**config.mk**
```make
export PLATFORM = sky130hd
export DESIGN_NAME = video_in_decoder
export DESIGN_NICKNAME = d
export VERILOG_FILES = /design/src/rtl/video_in_decoder.sv
export SDC_FILE = /design/constraint.sdc
export NUM_CORES = 1
export LEC_CHECK = 0
export ABC_AREA = 1
export BUFFER_PORTS_ARGS = -buffer_cell sky130_fd_sc_hd__buf_4
export CAP_MARGIN = 10
export CORE_ASPECT_RATIO = 0.5
export CORE_MARGIN = 5
export CORE_UTILIZATION = 30
export CTS_BUF_LIST = sky130_fd_sc_hd__clkbuf_4
export DETAILED_ROUTE_END_ITERATION = 6
export MAX_ROUTING_LAYER = met4
export PLACE_DENSITY = 0.5
export SLEW_MARGIN = 10
export SYNTH_ARGS = -nofsm -noshare
export SYNTH_HDL_FRONTEND = slang
export SYNTH_SLANG_ARGS = --single-unit
export TNS_END_PERCENT = 10
```
**constraint.sdc**
```tcl
create_clock -name pixel_clk -period 3.9 [get_ports pixel_clk]
set_clock_uncertainty 0.15 [all_clocks]
set_input_delay 0.585 -clock pixel_clk [delete_from_list [all_inputs] [get_ports pixel_clk]]
set_output_delay 0.585 -clock pixel_clk [all_outputs]
set_load 0.1 [all_outputs]
```
**src/rtl/video_in_decoder.sv**
```systemverilog
// Receive-side video timing decoder: recovers pixel coordinates and frame/line markers,
// measures timing against the mode, locks, and counts errors. Optional CRC: VIDEO_IN_CRC_EN.
module video_in_decoder #(
  parameter int H_ACTIVE_VIDEO = 1024,
  parameter int H_FRONT_PORCH  = 24,
  parameter int H_SYNC_WIDTH   = 136,
  parameter int H_BACK_PORCH   = 160,
  parameter int V_ACTIVE_VIDEO = 768,
  parameter int V_FRONT_PORCH  = 3,
  parameter int V_SYNC_WIDTH   = 6,
  parameter int V_BACK_PORCH   = 29,
  parameter int LOCK_FRAMES    = 2
) (
  input  logic        pixel_clk,
  input  logic        rst_n,
  input  logic [23:0] video_in_pData,
  input  logic        video_in_pHSync,
  input  logic        video_in_pVSync,
  input  logic        video_in_pVDE,
  output logic [23:0] pixel_color,
  output logic        pixel_valid,
  output logic [15:0] x_out,
  output logic [15:0] y_out,
  output logic        sof,
  output logic        eol,
  output logic        locked,
  output logic [15:0] err_count,
  output logic [1:0]  dbg_state
`ifdef VIDEO_IN_CRC_EN
  ,
  output logic [31:0] frame_crc,
  output logic        frame_crc_valid
`endif
);

  localparam logic [15:0] LP_H_ACT   = 16'(H_ACTIVE_VIDEO);
  localparam logic [15:0] LP_H_FRAME = 16'(H_ACTIVE_VIDEO + H_FRONT_PORCH + H_SYNC_WIDTH + H_BACK_PORCH);
  localparam logic [15:0] LP_HS_W    = 16'(H_SYNC_WIDTH);
  localparam logic [15:0] LP_V_ACT   = 16'(V_ACTIVE_VIDEO);
  localparam logic [15:0] LP_V_FRAME = 16'(V_ACTIVE_VIDEO + V_FRONT_PORCH + V_SYNC_WIDTH + V_BACK_PORCH);
  localparam logic [15:0] LP_LOCK    = 16'(LOCK_FRAMES);

  typedef enum logic [1:0] {
    ST_SEARCH  = 2'd0,
    ST_MEASURE = 2'd1,
    ST_LOCKED  = 2'd2
  } state_t;

  function automatic logic [15:0] sat_inc(input logic [15:0] v);
    return (v == 16'hFFFF) ? v : v + 16'd1;
  endfunction

  // Stage 1 captures the wire; the _d copy is the sample being decoded, the
  // undelayed copy is its successor, so every edge is seen between the two.
  logic [23:0] r_data, r_data_d;
  logic        r_hs, r_hs_d, r_vs, r_vs_d, r_de, r_de_d;

  always_ff @(posedge pixel_clk or negedge rst_n) begin
    if (!rst_n) begin
      r_data   <= '0;
      r_data_d <= '0;
      r_hs     <= 1'b0;
      r_hs_d   <= 1'b0;
      r_vs     <= 1'b0;
      r_vs_d   <= 1'b0;
      r_de     <= 1'b0;
      r_de_d   <= 1'b0;
    end else begin
      r_data   <= video_in_pData;
      r_hs     <= video_in_pHSync;
      r_vs     <= video_in_pVSync;
      r_de     <= video_in_pVDE;
      r_data_d <= r_data;
      r_hs_d   <= r_hs;
      r_vs_d   <= r_vs;
      r_de_d   <= r_de;
    end
  end

  state_t      r_state, w_state_nxt;
  logic [15:0] r_match_cnt, w_match_cnt_nxt;
  logic [15:0] r_x, r_y, r_h_act, r_hcyc, r_h_tot, r_hs_cnt, r_hs_w, r_vfall, r_hrise;
  logic        r_perr_seen;

  logic        w_de_fall, w_hs_rise, w_hs_fall, w_vs_rise, w_active, w_perr, w_match, w_frame_err;
  logic        w_pix;
  logic [23:0] w_color;
  logic [1:0]  w_err_inc;
  logic [16:0] w_err_sum;
  logic [15:0] w_h_act_eff, w_h_tot_eff, w_hs_w_eff, w_v_act_eff, w_v_tot_eff;

  assign w_de_fall = r_de_d & ~r_de;
  assign w_hs_rise = ~r_hs_d & r_hs;
  assign w_hs_fall = r_hs_d & ~r_hs;
  assign w_vs_rise = ~r_vs_d & r_vs;
  assign w_active  = (r_state != ST_SEARCH);
  assign w_pix     = w_active & r_de_d;
  assign w_color   = {r_data_d[23:16], r_data_d[7:0], r_data_d[15:8]};
  assign w_perr    = w_active & r_de_d & (r_hs_d | r_vs_d) & ~r_perr_seen;
  assign dbg_state = r_state;

  // Events in the same sample as the VSync rise are folded in before the compare.
  assign w_h_act_eff = w_de_fall ? sat_inc(r_x) : r_h_act;
  assign w_h_tot_eff = w_hs_rise ? sat_inc(r_hcyc) : r_h_tot;
  assign w_hs_w_eff  = w_hs_fall ? r_hs_cnt : r_hs_w;
  assign w_v_act_eff = w_de_fall ? sat_inc(r_vfall) : r_vfall;
  assign w_v_tot_eff = w_hs_rise ? sat_inc(r_hrise) : r_hrise;
  assign w_match = (w_h_act_eff == LP_H_ACT) && (w_h_tot_eff == LP_H_FRAME) &&
                   (w_hs_w_eff == LP_HS_W) && (w_v_act_eff == LP_V_ACT) &&
                   (w_v_tot_eff == LP_V_FRAME);

  always_ff @(posedge pixel_clk or negedge rst_n) begin
    if (!rst_n) begin
      r_x         <= '0;
      r_y         <= '0;
      r_h_act     <= '0;
      r_hcyc      <= '0;
      r_h_tot     <= '0;
      r_hs_cnt    <= '0;
      r_hs_w      <= '0;
      r_vfall     <= '0;
      r_hrise     <= '0;
      r_perr_seen <= 1'b0;
    end else begin
      r_x    <= r_de_d ? sat_inc(r_x) : 16'd0;
      r_hcyc <= w_hs_rise ? 16'd0 : sat_inc(r_hcyc);
      if (w_de_fall) r_h_act <= sat_inc(r_x);
      if (w_hs_rise) r_h_tot <= sat_inc(r_hcyc);
      if (r_hs) r_hs_cnt <= r_hs_d ? sat_inc(r_hs_cnt) : 16'd1;
      if (w_hs_fall) r_hs_w <= r_hs_cnt;
      if (w_vs_rise) begin
        r_y     <= '0;
        r_vfall <= '0;
        r_hrise <= '0;
      end else begin
        if (w_de_fall) r_y     <= sat_inc(r_y);
        if (w_de_fall) r_vfall <= sat_inc(r_vfall);
        if (w_hs_rise) r_hrise <= sat_inc(r_hrise);
      end
      // One protocol error per line: the flag re-arms on each HSync rise.
      if (w_hs_rise) r_perr_seen <= 1'b0;
      if (w_perr)    r_perr_seen <= 1'b1;
    end
  end

  always_ff @(posedge pixel_clk or negedge rst_n) begin
    if (!rst_n) begin
      r_state     <= ST_SEARCH;
      r_match_cnt <= '0;
    end else begin
      r_state     <= w_state_nxt;
      r_match_cnt <= w_match_cnt_nxt;
    end
  end

  always_comb begin
    w_state_nxt     = r_state;
    w_match_cnt_nxt = r_match_cnt;
    w_frame_err     = 1'b0;
    case (r_state)
      ST_SEARCH: begin
        if (w_vs_rise) begin
          w_state_nxt     = ST_MEASURE;
          w_match_cnt_nxt = '0;
        end
      end
      ST_MEASURE: begin
        if (w_vs_rise) begin
          if (w_match) begin
            w_match_cnt_nxt = sat_inc(r_match_cnt);
            if (sat_inc(r_match_cnt) >= LP_LOCK) w_state_nxt = ST_LOCKED;
          end else begin
            w_match_cnt_nxt = '0;
          end
        end
      end
      ST_LOCKED: begin
        w_frame_err = w_vs_rise & ~w_match;
        if (w_frame_err || w_perr) begin
          w_state_nxt     = ST_MEASURE;
          w_match_cnt_nxt = '0;
        end
      end
      default: begin
        w_state_nxt     = ST_SEARCH;
        w_match_cnt_nxt = '0;
      end
    endcase
  end

  assign w_err_inc = {1'b0, w_frame_err} + {1'b0, w_perr};
  assign w_err_sum = {1'b0, err_count} + {15'd0, w_err_inc};

  // pixel_valid qualifies the pixel outputs for one cycle; there is no backpressure,
  // so a consumer must accept every cycle in which pixel_valid is high.
  always_ff @(posedge pixel_clk or negedge rst_n) begin
    if (!rst_n) begin
      pixel_color <= '0;
      pixel_valid <= 1'b0;
      x_out       <= '0;
      y_out       <= '0;
      sof         <= 1'b0;
      eol         <= 1'b0;
      locked      <= 1'b0;
      err_count   <= '0;
    end else begin
      pixel_valid <= w_pix;
      locked      <= (w_state_nxt == ST_LOCKED);
      err_count   <= w_err_sum[16] ? 16'hFFFF : w_err_sum[15:0];
      if (w_pix) begin
        pixel_color <= w_color;
        x_out       <= r_x;
        y_out       <= r_y;
        sof         <= (r_x == 16'd0) && (r_y == 16'd0);
        eol         <= ~r_de;
      end else begin
        pixel_color <= '0;
        x_out       <= '0;
        y_out       <= '0;
        sof         <= 1'b0;
        eol         <= 1'b0;
      end
    end
  end

`ifdef VIDEO_IN_CRC_EN
  function automatic logic [31:0] crc32_upd(input logic [31:0] crc, input logic [23:0] d);
    logic [31:0] c;
    c = crc;
    for (int i = 23; i >= 0; i--) begin
      if (c[31] ^ d[i]) c = {c[30:0], 1'b0} ^ 32'h04C11DB7;
      else              c = {c[30:0], 1'b0};
    end
    return c;
  endfunction

  logic [31:0] r_crc, w_crc_acc;
  assign w_crc_acc = w_pix ? crc32_upd(r_crc, w_color) : r_crc;

  always_ff @(posedge pixel_clk or negedge rst_n) begin
    if (!rst_n) begin
      r_crc           <= 32'hFFFFFFFF;
      frame_crc       <= '0;
      frame_crc_valid <= 1'b0;
    end else begin
      frame_crc_valid <= 1'b0;
      if (w_vs_rise && w_active) begin
        frame_crc       <= w_crc_acc;
        frame_crc_valid <= 1'b1;
        r_crc           <= 32'hFFFFFFFF;
      end else begin
        r_crc <= w_crc_acc;
      end
    end
  end
`endif

endmodule

```
# Word-level counts from Yosys, hierarchy flattened
# Index checks and enable logic that the tools add are counted.
# totals
latchBits	0
word_cells	127
mem_bits_ro	0
in_bits	29
ff_bits	293
mem_count	0
output_inout_bits	78
ramBits	0
# op_classes
shift	0
addsub	9
muxes	39
n_bitwise	15
reduce_logical	15
n_mul	0
div_mod_pow	0
eq_ne	20
order_cmp	1
# ops
cell	count
$mux W16	26
$add A16 B1 Y16 const B	7
$eq A16 B16 Y1 const B	7
$pmux W16 S3	1
$eq A16 B10 Y1 const B	2
$eq A16 B11 Y1 const B	2
$logic_not A16 Y1	2
$mux W24	1
$add A16 B2 Y17	1
$eq A16 B8 Y1 const B	1
$ge A16 B2 Y1 const B	1
$mux W2	5
$ne A2 B2 Y1 const B	5
$and A1 B1 Y1	8
$not A1 Y1	6
$pmux W2 S3	1
$reduce_bool A2 Y1	3
$logic_and A1 B1 Y1	5
$mux W1	5
$eq A2 B2 Y1 const B	2
$reduce_and A2 Y1	2
$reduce_and A3 Y1	1
$add A1 B1 Y2	1
$eq A2 B1 Y1 const B	1
3 further kinds	3

# Longest topological paths before layout
# Gate-level depths: netlist of run 1.
# depth
depth_word	14
depth_mapped	28
mapped_depth_nobuf	27

# Worst setup path after synthesis of run 1
# No wires, ideal clock.
# synth_timing
path_type	register to register
from	reg r_x[0]
to	reg err_count[8]
path_slack_ps	67
period_less_slack_ps	3833
path_stages_with_launch	24
arrival_ps	3541
t_required_ps	3608
setup_ps	142
path_cell_list	dfrtp_1 -> ha_1 -> nand3_2 -> inv_1 -> nand2_2 -> nor2_2 -> buf_4 -> nor3b_1 -> nand2_1 -> o21ai_0 -> nand3_1 -> nor2_1 -> nand3_2 -> o21bai_4 -> nor3_1 -> fa_1 -> ha_1 -> nand3_1 -> nor3b_1 -> nand3_1 -> inv_1 -> nand3_1 -> clkbuf_1 -> nand3_1
# synth_via
elab_chain_cells	14
word_cells_on_any_way	15
classes_between	add/sub (3); eq/ne (2); mux (4); bitwise (2); reduce/logical (4)
# synth_lines
element	line_no	source
start, declared	82	logic [15:0] r_x, r_y, r_h_act, r_hcyc, r_h_tot, r_hs_cnt, r_hs_w, r_vfall, r_hrise;
start signal, assigned	125	r_x <= r_de_d ? sat_inc(r_x) : 16'd0;
$add A16 B1 Y16 or $eq A16 B16 Y1 (tied branches)	50	return (v == 16'hFFFF) ? v : v + 16'd1;
$mux W16 (*)	50	
$mux W16 (*)	103	assign w_h_act_eff = w_de_fall ? sat_inc(r_x) : r_h_act;
$eq A16 B11 Y1 (*)	108	assign w_match = (w_h_act_eff == LP_H_ACT) && (w_h_tot_eff == LP_H_FRAME) &&
$logic_and A1 B1 Y1 (*) (2 in series)	108	
$logic_and A1 B1 Y1 (*) (2 in series)	109	(w_hs_w_eff == LP_HS_W) && (w_v_act_eff == LP_V_ACT) &&
$not A1 Y1 (*)	178	w_frame_err = w_vs_rise & ~w_match;
$and A1 B1 Y1 (*)	178	
$mux W1 (*)	160	case (r_state)
$add A1 B1 Y2 (*)	191	assign w_err_inc = {1'b0, w_frame_err} + {1'b0, w_perr};
$add A16 B2 Y17 (*)	192	assign w_err_sum = {1'b0, err_count} + {15'd0, w_err_inc};
$mux W16 (*)	209	err_count <= w_err_sum[16] ? 16'hFFFF : w_err_sum[15:0];
end signal, assigned	209	
end, declared	27	output logic [15:0] err_count,
# Every way passes the cells marked *; elsewhere a longest branch is shown, timed or not.
# A chain may end at the register's enable or synchronous reset.

# Final worst setup path of run 1
# layout_timing
from	reg r_hrise[0]
to	reg err_count[13]
# layout_via
elab_chain_cells	11
word_cells_on_any_way	12
classes_between	add/sub (3); eq/ne (2); mux (4); bitwise (2); reduce/logical (1)
# layout_lines
element	line_no	source
start, declared	82	
start signal, assigned	138	if (w_hs_rise) r_hrise <= sat_inc(r_hrise);
$add A16 B1 Y16 or $eq A16 B16 Y1 (tied branches)	50	
$mux W16	--	
$mux W16 (*)	--	
$eq A16 B10 Y1 (*)	110	(w_v_tot_eff == LP_V_FRAME);
$logic_and A1 B1 Y1 (*)	109	
$not A1 Y1 (*)	178	
$and A1 B1 Y1 (*)	178	
$mux W1 (*)	160	
$add A1 B1 Y2 (*)	191	
$add A16 B2 Y17 (*)	192	
$mux W16 (*)	209	
# Marked as above.

==> results of run 1 <==
final cells by class:
class / count / area [um2]
fill: 4564 / 27020
sequential: 293 / 7335
multi-input combinational: 1061 / 5174
timing repair buffer: 214 / 1722
inverter: 234 / 878.3
clock buffer: 109 / 818.3
tap: 588 / 735.7
clock inverter: 19 / 162.7
antenna: 2 / 5.005
cell usage after synthesis (all sizes together):
library cell  number  area share
nand2            395        0.11
dfrtp            293        0.55
nor2             285       0.084
inv              233       0.065
nand3            121       0.048
o21ai             65       0.025
a21oi             37       0.014
nand4             32       0.015
nor3              31       0.012
xor2              23       0.015
buf               20      0.0092
or2               17      0.0079
clkbuf            16      0.0045
xnor2             15      0.0098
ha                10      0.0094
nand3b             5      0.0028
a211oi             4      0.0022
a31oi              4      0.0019
a2111oi            2      0.0013
nor3b              2      0.0011
nor4               2     0.00094
o21a               2      0.0011
o31ai              2      0.0011
a21boi             1     0.00056
a221oi             1     0.00065
a311o              1     0.00075
and3               1     0.00047
clkinv             1     0.00028
fa                 1      0.0015
mux2i              1     0.00075
o21bai             1      0.0014
critical path: stages (launching register included):
cell	delay, ps
dfrtp_1	350
ha_2	200
nand2_1	90
nor2_4	160
nand2_4	100
nor2_8	130
nand2_4	80
nand3_1	80
nand2_1	60
nand2_1	70
nand2_1	100
nor2_4	180
nand2_1	60
nor2_1	120
nand3_2	110
o21bai_4	180
nor3_2	60
fa_2	350
nand3_1	130
nor2_2	50
nand3_1	80
inv_1	60
nand3_1	90
nor2_1	60
nand3_1	90
nor2_1	50
a311o_1	310
cell families after synthesis:
kind of cell	Yosys count
AND/OR/NAND/NOR	891
flip-flops	293
AO/OA/AOI/OAI	120
buffers and inverters	270
XOR/XNOR	38
adder cells (fa/ha/maj)	11
multiplexers	1
registers in the layout, summed over array words and instances, names as in the netlist, 2 cells and up:
name         flops
pixel_color     24
r_data          24
r_data_d        24
err_count       16
r_h_act         16
r_h_tot         16
r_hcyc          16
r_hrise         16
r_hs_cnt        16
r_hs_w          16
r_match_cnt     16
r_vfall         16
r_x             16
r_y             16
x_out           16
y_out           16
dbg_state        2
per-stage QoR:
stage	total power, mW	area, um2
5_1_grt	7.580	16830
2_1_floorplan	4.045	13380
3_5_place_dp	4.425	15360
6_report	7.145	16830
4_1_cts	7.294	16690
3_3_place_gp	4.414	15360
where the power goes:
group / leakage (nW) / internal [mW] / switching [mW]
sequential: 3.84 / 3.21 / 0.102
clock: 0.585 / 1.48 / 1.27
combinational: 4.14 / 0.304 / 0.774
total: 8.57 / 4.99 / 2.15
what timing repair did:
action / in CTS / in global routing
pin swaps: 0 / 2
gates cloned: 0 / 0
endpoints found under the setup margin: 16 / 16
resized for setup: 18 / 44
setup buffers: 1 / 1
hold endpoints to repair: 121 / 0
hold buffers: 28 / 0
final timing paths:
kind / startpoint / slack (ps) / cells after the start / end
max: r_hrise[0]$_DFF_PN0_ / 220 / 26 / err_count[13]$_DFF_PN0_
min: r_data[14]$_DFF_PN0_ / 200 / 0 / r_data_d[14]$_DFF_PN0_
max reg2reg: r_hrise[0]$_DFF_PN0_ / 220 / 26 / err_count[13]$_DFF_PN0_
min reg2reg: r_data[14]$_DFF_PN0_ / 200 / 0 / r_data_d[14]$_DFF_PN0_
max in group asynchronous: rst_n / 2330 / 3 / r_match_cnt[6]$_DFFE_PN0P_
min in group asynchronous: rst_n / 310 / 2 / r_data_d[6]$_DFF_PN0_
routing by layer:
| layer | up-vias | part of all wire |
|---|---|---|
| met2 | 150 | 0.44 |
| li1 | 5635 | - |
| met5 | - | 0 |
| met4 | 0 | 0.016 |
| met3 | 49 | 0.038 |
| met1 | 5216 | 0.50 |
==> impl_metrics.py, run 1 <==
metrics = {
    "outcome": {
        "status": "finished clean",
    },
    "route": {
        "vias_per_cell": 4.385,
        "via_count": 11050,
        "dr.pass1.iters": 5,
        "drt-initial-drc-count": 656,
        "drc": 0,
        "wirelength_um": 33690,
        "wl_per_cell_um": 13.37,
        "ant_nets": 0,
    },
    "timing": {
        "setup_viol": 0,
        "fmax_mhz": 271.8,
        "rsz0062_at_grt": "yes",
        "fin_crit_ps": 3679,
        "tns_ps": 0,
        "timing.final.ws_setup_ps": 220.5,
        "worst_slew_pin_slew_ps": 766.2,
        "finalCritPeriodShare": 0.9434,
        "maxSlewHeadroom": 0.4892,
        "fin_hold_ws_ps": 198.5,
        "drv_slew": 0,
        "final_hold_viol_count": 0,
    },
    "grt": {
        "met1_usage": 0.1994,
        "grt_use_met3": 0.03350,
        "gr-usage-met2": 0.2107,
        "grt_pass1_vias": 10810,
        "grt_max_degree": 99,
        "grt.overflow.total": 0,
        "top_usage_layer": "met2",
        "antenna_found_initial": 2,
        "grt_use_total": 0.1440,
        "grt_pass1_wl_um": 56260,
    },
    "place": {
        "placed_cells": 2360,
        "port_buffers": 106,
        "hpwl_um": 24210,
        "gp_congestion": 0.8624,
        "place_ws_ps": -185.4,
    },
    "power_and_ir_drop": {
        "leakagePower_nw": 8.566,
        "power.density_mw_per_mm2": 424.5,
        "vdd.ir_drop.worst_uv": 181.6,
    },
    "synth": {
        "syn_nets": 1664,
        "synth_top_family_by_area": "simple AND/OR/NAND/NOR gates",
        "ys_ff_latch": 293,
        "syn_avg_cell_area_um2": 8.238,
        "synth_xor_area_frac": 0.02488,
        "yosys.area_share.adder": 0.01085,
        "synth_cell_types": 45,
        "synth_mux_area_frac": 0.0007482,
        "seq_area_frac_synth": 0.5481,
        "synthCells": 1624,
        "yosys_warnings": 0,
        "synthesis.area_mm2": 0.01338,
        "synth-simple-area-share": 0.2864,
        "synth_compound_area_frac": 0.04976,
    },
    "floorplanning": {
        "io_pins": 107,
        "die_h_um": 159.3,
        "die_width_um": 308.6,
        "die_area_mm2": 0.04917,
        "initial_utilization": 0.3051,
        "fp-row-count": 54,
        "core_region_area_mm2": 0.04385,
    },
    "clocking": {
        "cts_tree": "done",
        "clock_path_buffers": 3,
        "clk_latency_ps": 730,
        "cts_sinks": 293,
        "cts_buffers": 76,
        "htree_levels": 3,
        "cts-root-buf": "clkbuf_4",
        "cts.clk_slew.worst_paths_ps": 70,
    },
    "job": {
        "maxCapViolCount": 0,
    },
    "finish": {
        "area_growth_pct": 25.80,
        "fin_util": 0.3838,
        "nNetsFinal": 1920,
        "drive_gt1_frac": 0.2109,
        "layout_common_cells": "nand2_1 (379), dfrtp_1 (291), nor2_1 (254)",
        "final_common_cell": "nand2_1",
        "fin_cells": 2520,
    },
    "hold_path": {
        "hold_class": "flip-flop to flip-flop",
    },
    "worst_setup_path": {
        "required_ps": 4360,
        "criticalPathCategory": "flip-flop to flip-flop",
        "end_kind": "flip-flop",
        "crit_fanout": 5,
        "start_kind": "flip-flop",
        "arrival_ps": 4140,
    },
}
No activity file was read; power rests on OpenSTA's default activity.
==> run 2, diff against run 1 <==
- CELL_PAD_IN_SITES_DETAIL_PLACEMENT: unset -> 0
- CELL_PAD_IN_SITES_GLOBAL_PLACEMENT: unset -> 1
- PLACE_DENSITY: 0.5 -> 0.6
- clock period: 3.9 -> 4.4 ns (I/O delays scaled with it)
==> run 2 against run 1 <==
  * Sequential power decreased by 11%
  * Critical path depth is 4 lower
  * Register-to-register slack better by 160 ps
  * Combinational power fell by 16%
  * Setup slack better by 160 ps
  * Critical endpoint is now err_count[10]$_DFF_PN0_
  * Largest cell class unchanged
==> impl_metrics.py, run 2 (synthesis results as in run 1) <==
metrics = {
    "place": {
        "port_buffers": 106,
        "place_area_mm2": 0.01501,
        "hpwl_um": 23690,
        "gp_congestion": 0.8077,
        "place_ws_ps": 169.6,
    },
    "clocking": {
        "cts_buffers": 76,
        "cts-root-buf": "clkbuf_4",
        "htree_levels": 3,
        "cts.clk_slew.worst_paths_ps": 70,
        "clk_latency_ps": 740,
        "cts_sinks": 293,
        "clock_path_buffers": 3,
        "cts_tree": "done",
    },
    "route": {
        "via_count": 10800,
        "wl_per_cell_um": 13.71,
        "vias_per_cell": 4.368,
        "drc": 0,
        "wirelength_um": 33900,
        "dr.pass1.iters": 5,
        "drt-initial-drc-count": 630,
        "ant_nets": 0,
    },
    "power_and_ir_drop": {
        "vdd.ir_drop.worst_uv": 157.3,
        "clock_power_share": 0.386,
        "power_frac_comb": 0.145,
        "leakagePower_nw": 8.311,
        "swShare": 0.3070,
        "switchingPower_mw": 1.917,
        "power.density_mw_per_mm2": 382.0,
        "intPower_mw": 4.326,
        "seqPwrFrac": 0.469,
    },
    "finish": {
        "area_growth_pct": 22.15,
        "nFillCells": 4587,
        "drive_gt1_frac": 0.1684,
        "final_common_cell": "nand2_1",
        "reg_top3": "pixel_color x24, r_data x24, r_data_d x24",
        "layout_common_cells": "nand2_1 (381), dfrtp_1 (293), nor2_1 (267)",
        "fin_area_mm2": 0.01634,
        "nNetsFinal": 1870,
    },
    "grt": {
        "grt_pass1_wl_um": 56390,
        "antenna_found_initial": 1,
        "grt.overflow.total": 0,
        "grt_pass1_vias": 10750,
        "grt_max_degree": 114,
        "grt_use_total": 0.1445,
    },
    "timing": {
        "fin_hold_ws_ps": 192.1,
        "fin_crit_ps": 4020,
        "finalCritPeriodShare": 0.9137,
        "drv_slew": 0,
        "final_hold_viol_count": 0,
        "setup_viol": 0,
        "worst_slew_pin_slew_ps": 877.7,
        "timing.final.ws_setup_ps": 379.7,
        "maxSlewHeadroom": 0.4149,
        "rsz0062_at_grt": "yes",
        "fmax_mhz": 248.7,
    },
    "floorplanning": {
        "io_pins": 107,
        "die_width_um": 308.6,
        "die_area_mm2": 0.04917,
        "initial_utilization": 0.3051,
        "core_region_area_mm2": 0.04385,
        "fp-row-count": 54,
        "die_h_um": 159.3,
    },
    "hold_path": {
        "hold_class": "flip-flop to flip-flop",
    },
    "worst_setup_path": {
        "required_ps": 4880,
        "reg2reg_depth": 22,
        "cp-startpoint": "r_hcyc[0]$_DFF_PN0_",
        "r2r_start": "r_hcyc[0]$_DFF_PN0_",
        "crit_fanout": 13,
        "arrival_ps": 4500,
        "start_kind": "flip-flop",
        "endpoint": "err_count[10]$_DFF_PN0_",
        "criticalPathCategory": "flip-flop to flip-flop",
        "end_kind": "flip-flop",
        "r2r_end": "err_count[10]$_DFF_PN0_",
        "r2r_setup_slack_ps": 380,
    },
    "job": {
        "maxCapViolCount": 0,
    },
    "outcome": {
        "status": "finished clean",
    },
}
run 2: cell count changes in the layout (fill, tap and decap cells not counted), moves of 4 or more:
cell / previous run / this run
nand3_2: 9 / 4
o21ai_1: 13 / 9
nand3_1: 111 / 116
nor2_2: 20 / 10
buf_4: 182 / 128
nor2_1: 254 / 267
o21ai_0: 48 / 54
clkinv_1: 9 / 16
inv_2: 11 / 6
run 2: through the flow:
step	total power, mW	util	std cells	TNS (ps)
3_5_place_dp	3.882	0.3422	2309	0
2_1_floorplan	3.585	-	1624	0
5_1_grt	6.607	0.3726	2471	-7.427
3_3_place_gp	3.877	0.3422	2309	0
4_1_cts	6.375	0.3705	2467	0
6_report	6.243	0.3727	2472	0
run 2: cell type report:
cell class,instances,area [um2],area share
sequential,293,7332,0.4487
multi-input combinational,1061,5060,0.3096
timing repair buffer,164,1373,0.08400
inverter,234,878.3,0.05375
clock buffer,107,803.3,0.04916
tap,588,735.7,0.04502
clock inverter,23,153.9,0.009418
antenna,2,5.005,0.0003063
run 2: worst min path at each step:
stage | start | endpoint | cells after the start
6_report | r_data[12]$_DFF_PN0_ | r_data_d[12]$_DFF_PN0_ | 0
5_1_grt | r_data[2]$_DFF_PN0_ | r_data_d[2]$_DFF_PN0_ | 0
4_1_cts | r_data[19]$_DFF_PN0_ | r_data_d[19]$_DFF_PN0_ | 0
3_5_place_dp | r_data[19]$_DFF_PN0_ | r_data_d[19]$_DFF_PN0_ | 0
3_3_place_gp | r_data[10]$_DFF_PN0_ | r_data_d[10]$_DFF_PN0_ | 0
2_1_floorplan | r_data[0]$_DFF_PN0_ | r_data_d[0]$_DFF_PN0_ | 0
run 2: power groups by stage:
stage          registers [mW]  clock network (mW)  logic (mW)
4_1_cts                  2.93                2.52       0.924
3_5_place_dp             2.98                   0       0.900
3_3_place_gp             2.98                   0       0.900
5_1_grt                  2.95                2.67       0.994
6_report                 2.93                2.41       0.907
2_1_floorplan            3.28                   0       0.306
run 2: what timing repair did:
item,4_1_cts,5_1_grt
endpoints found under the hold margin,137,0
buffers inserted,0,3
hold buffers,28,0
resized for setup,0,17
endpoints found under the setup margin,0,16
run 2: worst max-delay path, cell delays in order, from the launching register on:
cell	delay, ps
dfrtp_1	410
ha_1	260
nand3_2	120
inv_1	70
nand2_2	110
inv_2	60
nand2_4	160
nand3_1	130
o21ai_0	270
nand3_1	120
nor2_1	230
nand3_2	160
o21bai_4	200
nor3_1	80
fa_1	390
ha_1	220
nand3_1	140
nor3b_2	70
nand3_1	90
inv_1	100
nand3_1	150
buf_4	180
nand3_1	80
run 2: per-layer routing:
layer,track usage,wire [um]
met1,0.1909,16250
met2,0.2230,15630
met5,-,0
met4,0.04350,684
met3,0.03297,1332
==> run 3, diff against run 2 <==
- ABC_AREA: 1 -> unset
- CAP_MARGIN: 10 -> 5
- PLACE_DENSITY: 0.6 -> 0.58
==> run 3 against run 2 <==
  * Non-clock buffer count is 81 higher
  * Routed wire length is 2.8% higher
  * Global-route usage is 0.51 points higher
  * Critical path depth is 5 lower
  * Maximum frequency is 8.2% lower
  * Power is 0.28% lower
  * Setup slack worse by 360 ps
  * Flip-flop and latch count stayed put
  * Register-to-register slack worse by 360 ps
  * Sequential share of layout area is 0.88 points lower
  * Count of clock-buffer cells in the layout stayed put
  * Sequential power hardly changed
==> impl_metrics.py, run 3 <==
metrics = {
    "outcome": {
        "status": "finished clean",
    },
    "synth": {
        "seq_area_frac_synth": 0.5612,
        "synth_common_cells": "dfrtp_1 (293), nor2_1 (130), nand2_1 (96)",
        "synthTopCellsByArea": "dfrtp_1 (56%), nor2_1 (3.7%), and2_1 (3.1%), nand2_1 (2.8%), xnor2_1 (2.5%)",
        "synth-edff-count": 0,
        "ys_ff_latch": 293,
        "syn_avg_cell_area_um2": 10.51,
        "synthCells": 1243,
        "synth_area_leader_cell": "dfrtp_1",
        "synth_cell_types": 69,
        "syn_nets": 1283,
        "async_flop_share": 1.000,
        "yosys_most_used_dff": "dfrtp_1",
        "synthesis.area_mm2": 0.01307,
        "yosys_warnings": 0,
        "post-synth-top-count-cell": "dfrtp_1",
        "synth_top_area_frac": 0.5612,
    },
    "finish": {
        "layout_common_cells": "dfrtp_1 (290), buf_4 (213), nor2_1 (129)",
        "fin_cells": 2157,
        "nNetsFinal": 1551,
        "reg_top3": "pixel_color x24, r_data x24, r_data_d x24",
        "final_common_cell": "dfrtp_1",
        "area_growth_pct": 27.63,
        "fin_util": 0.3850,
        "drive_gt1_frac": 0.2653,
        "fin_area_mm2": 0.01667,
    },
    "route": {
        "via_count": 10360,
        "wl_per_cell_um": 16.16,
        "wirelength_um": 34850,
        "ant_nets": 0,
        "drc": 0,
        "drt-initial-drc-count": 606,
        "vias_per_cell": 4.801,
        "dr.pass1.iters": 5,
    },
    "clocking": {
        "cts_buffers": 73,
        "htree_levels": 3,
        "cts.clk_slew.worst_paths_ps": 70,
        "cts-root-buf": "clkbuf_4",
        "cts_sinks": 293,
        "clock_path_buffers": 3,
        "cts_tree": "done",
        "clk_latency_ps": 760,
    },
    "timing": {
        "worst_slew_pin_slew_ps": 931.6,
        "finalCritPeriodShare": 0.9953,
        "maxSlewHeadroom": 0.3775,
        "setup_viol": 0,
        "timing.final.ws_setup_ps": 20.47,
        "fin_crit_ps": 4380,
        "final_hold_viol_count": 0,
        "rsz0062_at_grt": "yes",
        "drv_slew": 0,
        "fmax_mhz": 228.3,
    },
    "grt": {
        "antenna_found_initial": 1,
        "grt_pass1_wl_um": 56660,
        "grt_max_degree": 111,
        "grt.overflow.total": 0,
        "grt_pass1_vias": 10680,
        "grt_use_total": 0.1496,
    },
    "place": {
        "place_area_mm2": 0.01525,
        "hpwl_um": 23800,
        "placed_cells": 1990,
        "place_ws_ps": -108.8,
        "gp_congestion": 0.9004,
        "port_buffers": 106,
    },
    "worst_setup_path": {
        "start_kind": "flip-flop",
        "crit_fanout": 5,
        "arrival_ps": 4830,
        "criticalPathCategory": "flip-flop to flip-flop",
        "end_kind": "flip-flop",
        "max_stage_delay_ps": 540,
        "required_ps": 4850,
        "crit_slowest_cell": "or4_4",
        "critPathBufInv": 2,
        "crit_family": "simple AND/OR/NAND/NOR gates",
        "worstPathCellList": "ha_2 > nand4_4 > nor4_4 > mux2i_2 > a31oi_2 > or4_4 > nor4_4 > buf_4 > nor4b_4 > nand2b_4 > nor3b_2 > fa_2 > ha_2 > nand4_1 > buf_4 > nor2_1 > mux2_2",
    },
    "floorplanning": {
        "die_h_um": 157.6,
        "io_pins": 107,
        "die_width_um": 305.1,
        "fp-row-count": 54,
        "initial_utilization": 0.3017,
        "die_area_mm2": 0.04808,
        "core_region_area_mm2": 0.04331,
    },
    "job": {
        "maxCapViolCount": 0,
    },
    "power_and_ir_drop": {
        "power.density_mw_per_mm2": 373.3,
        "leakagePower_nw": 7.650,
        "vdd.ir_drop.worst_uv": 336.2,
    },
    "hold_path": {
        "hold_class": "flip-flop to flip-flop",
    },
}
[run 3: layer usage]
metal,global-route usage,routed length (um),vias up
li1,-,-,4980
met1,0.1938,16420,5112
met2,0.2371,16280,210
met3,0.03415,1499,54
met4,0.04512,643,0
met5,-,0,-
[run 3: area by class of cell]
cell class	count	area [um2]
Timing Repair Buffer	245	1954
Tap cell	588	735.7
Antenna cell	1	2.502
Clock buffer	107	803.3
Clock inverter	25	170.2
Inverter	27	101.3
Sequential cell	293	7336
Multi-Input combinational cell	871	5572
Fill cell	4336	26630
[run 3: power breakdown]
part           switching, mW  internal (mW)  total, mW  leakage, nW
logic                  0.600          0.263      0.864         3.21
registers              0.114           2.83       2.94         3.87
clock network           1.17           1.25       2.42        0.573
[run 3: logic make-up after synthesis]
group,count (synthesis),synth area share
buffers and inverters,80,0.02547
adder cells (fa/ha/maj),11,0.01111
AND/OR/NAND/NOR,575,0.2422
flip-flops,293,0.5612
multiplexers,32,0.02643
AO/OA/AOI/OAI,185,0.08868
XOR/XNOR,67,0.04491
[run 3: path summary, 6_finish.rpt]
check,depth (start not counted),slack (ps),startpoint,end
worst max register to register,17,20,r_hcyc[1]$_DFF_PN0_,err_count[12]$_DFF_PN0_
max in group asynchronous,3,2620,rst_n,r_hcyc[3]$_DFF_PN0_
worst max-delay path,17,20,r_hcyc[1]$_DFF_PN0_,err_count[12]$_DFF_PN0_
worst min register to register,0,190,r_data[2]$_DFF_PN0_,r_data_d[2]$_DFF_PN0_
worst min-delay path,0,190,r_data[2]$_DFF_PN0_,r_data_d[2]$_DFF_PN0_
min in group asynchronous,2,440,rst_n,r_match_cnt[1]$_DFFE_PN0P_
[run 3: metrics by stage]
| step | power (mW) | setup TNS [ps] | hold slack [ps] |
|---|---|---|---|
| after floorplan | 3.513 | 0 | 181.2 |
| after global placement | 3.807 | -450.8 | 183.8 |
| after detailed placement | 3.820 | -1543 | 184.7 |
| after CTS | 6.344 | -11.89 | 192.4 |
| after global routing | 6.573 | -1569 | 180.9 |
| final | 6.225 | 0 | 189.5 |
[run 3: timing repair]
item / 4_1_cts / 5_1_grt
buffers inserted: 2 / 3
cloned: 0 / 1
pin swaps: 3 / 4
setup endpoints to repair: 16 / 16
hold buffers: 28 / 0
endpoints found under the hold margin: 130 / 0
gates resized for setup: 11 / 15
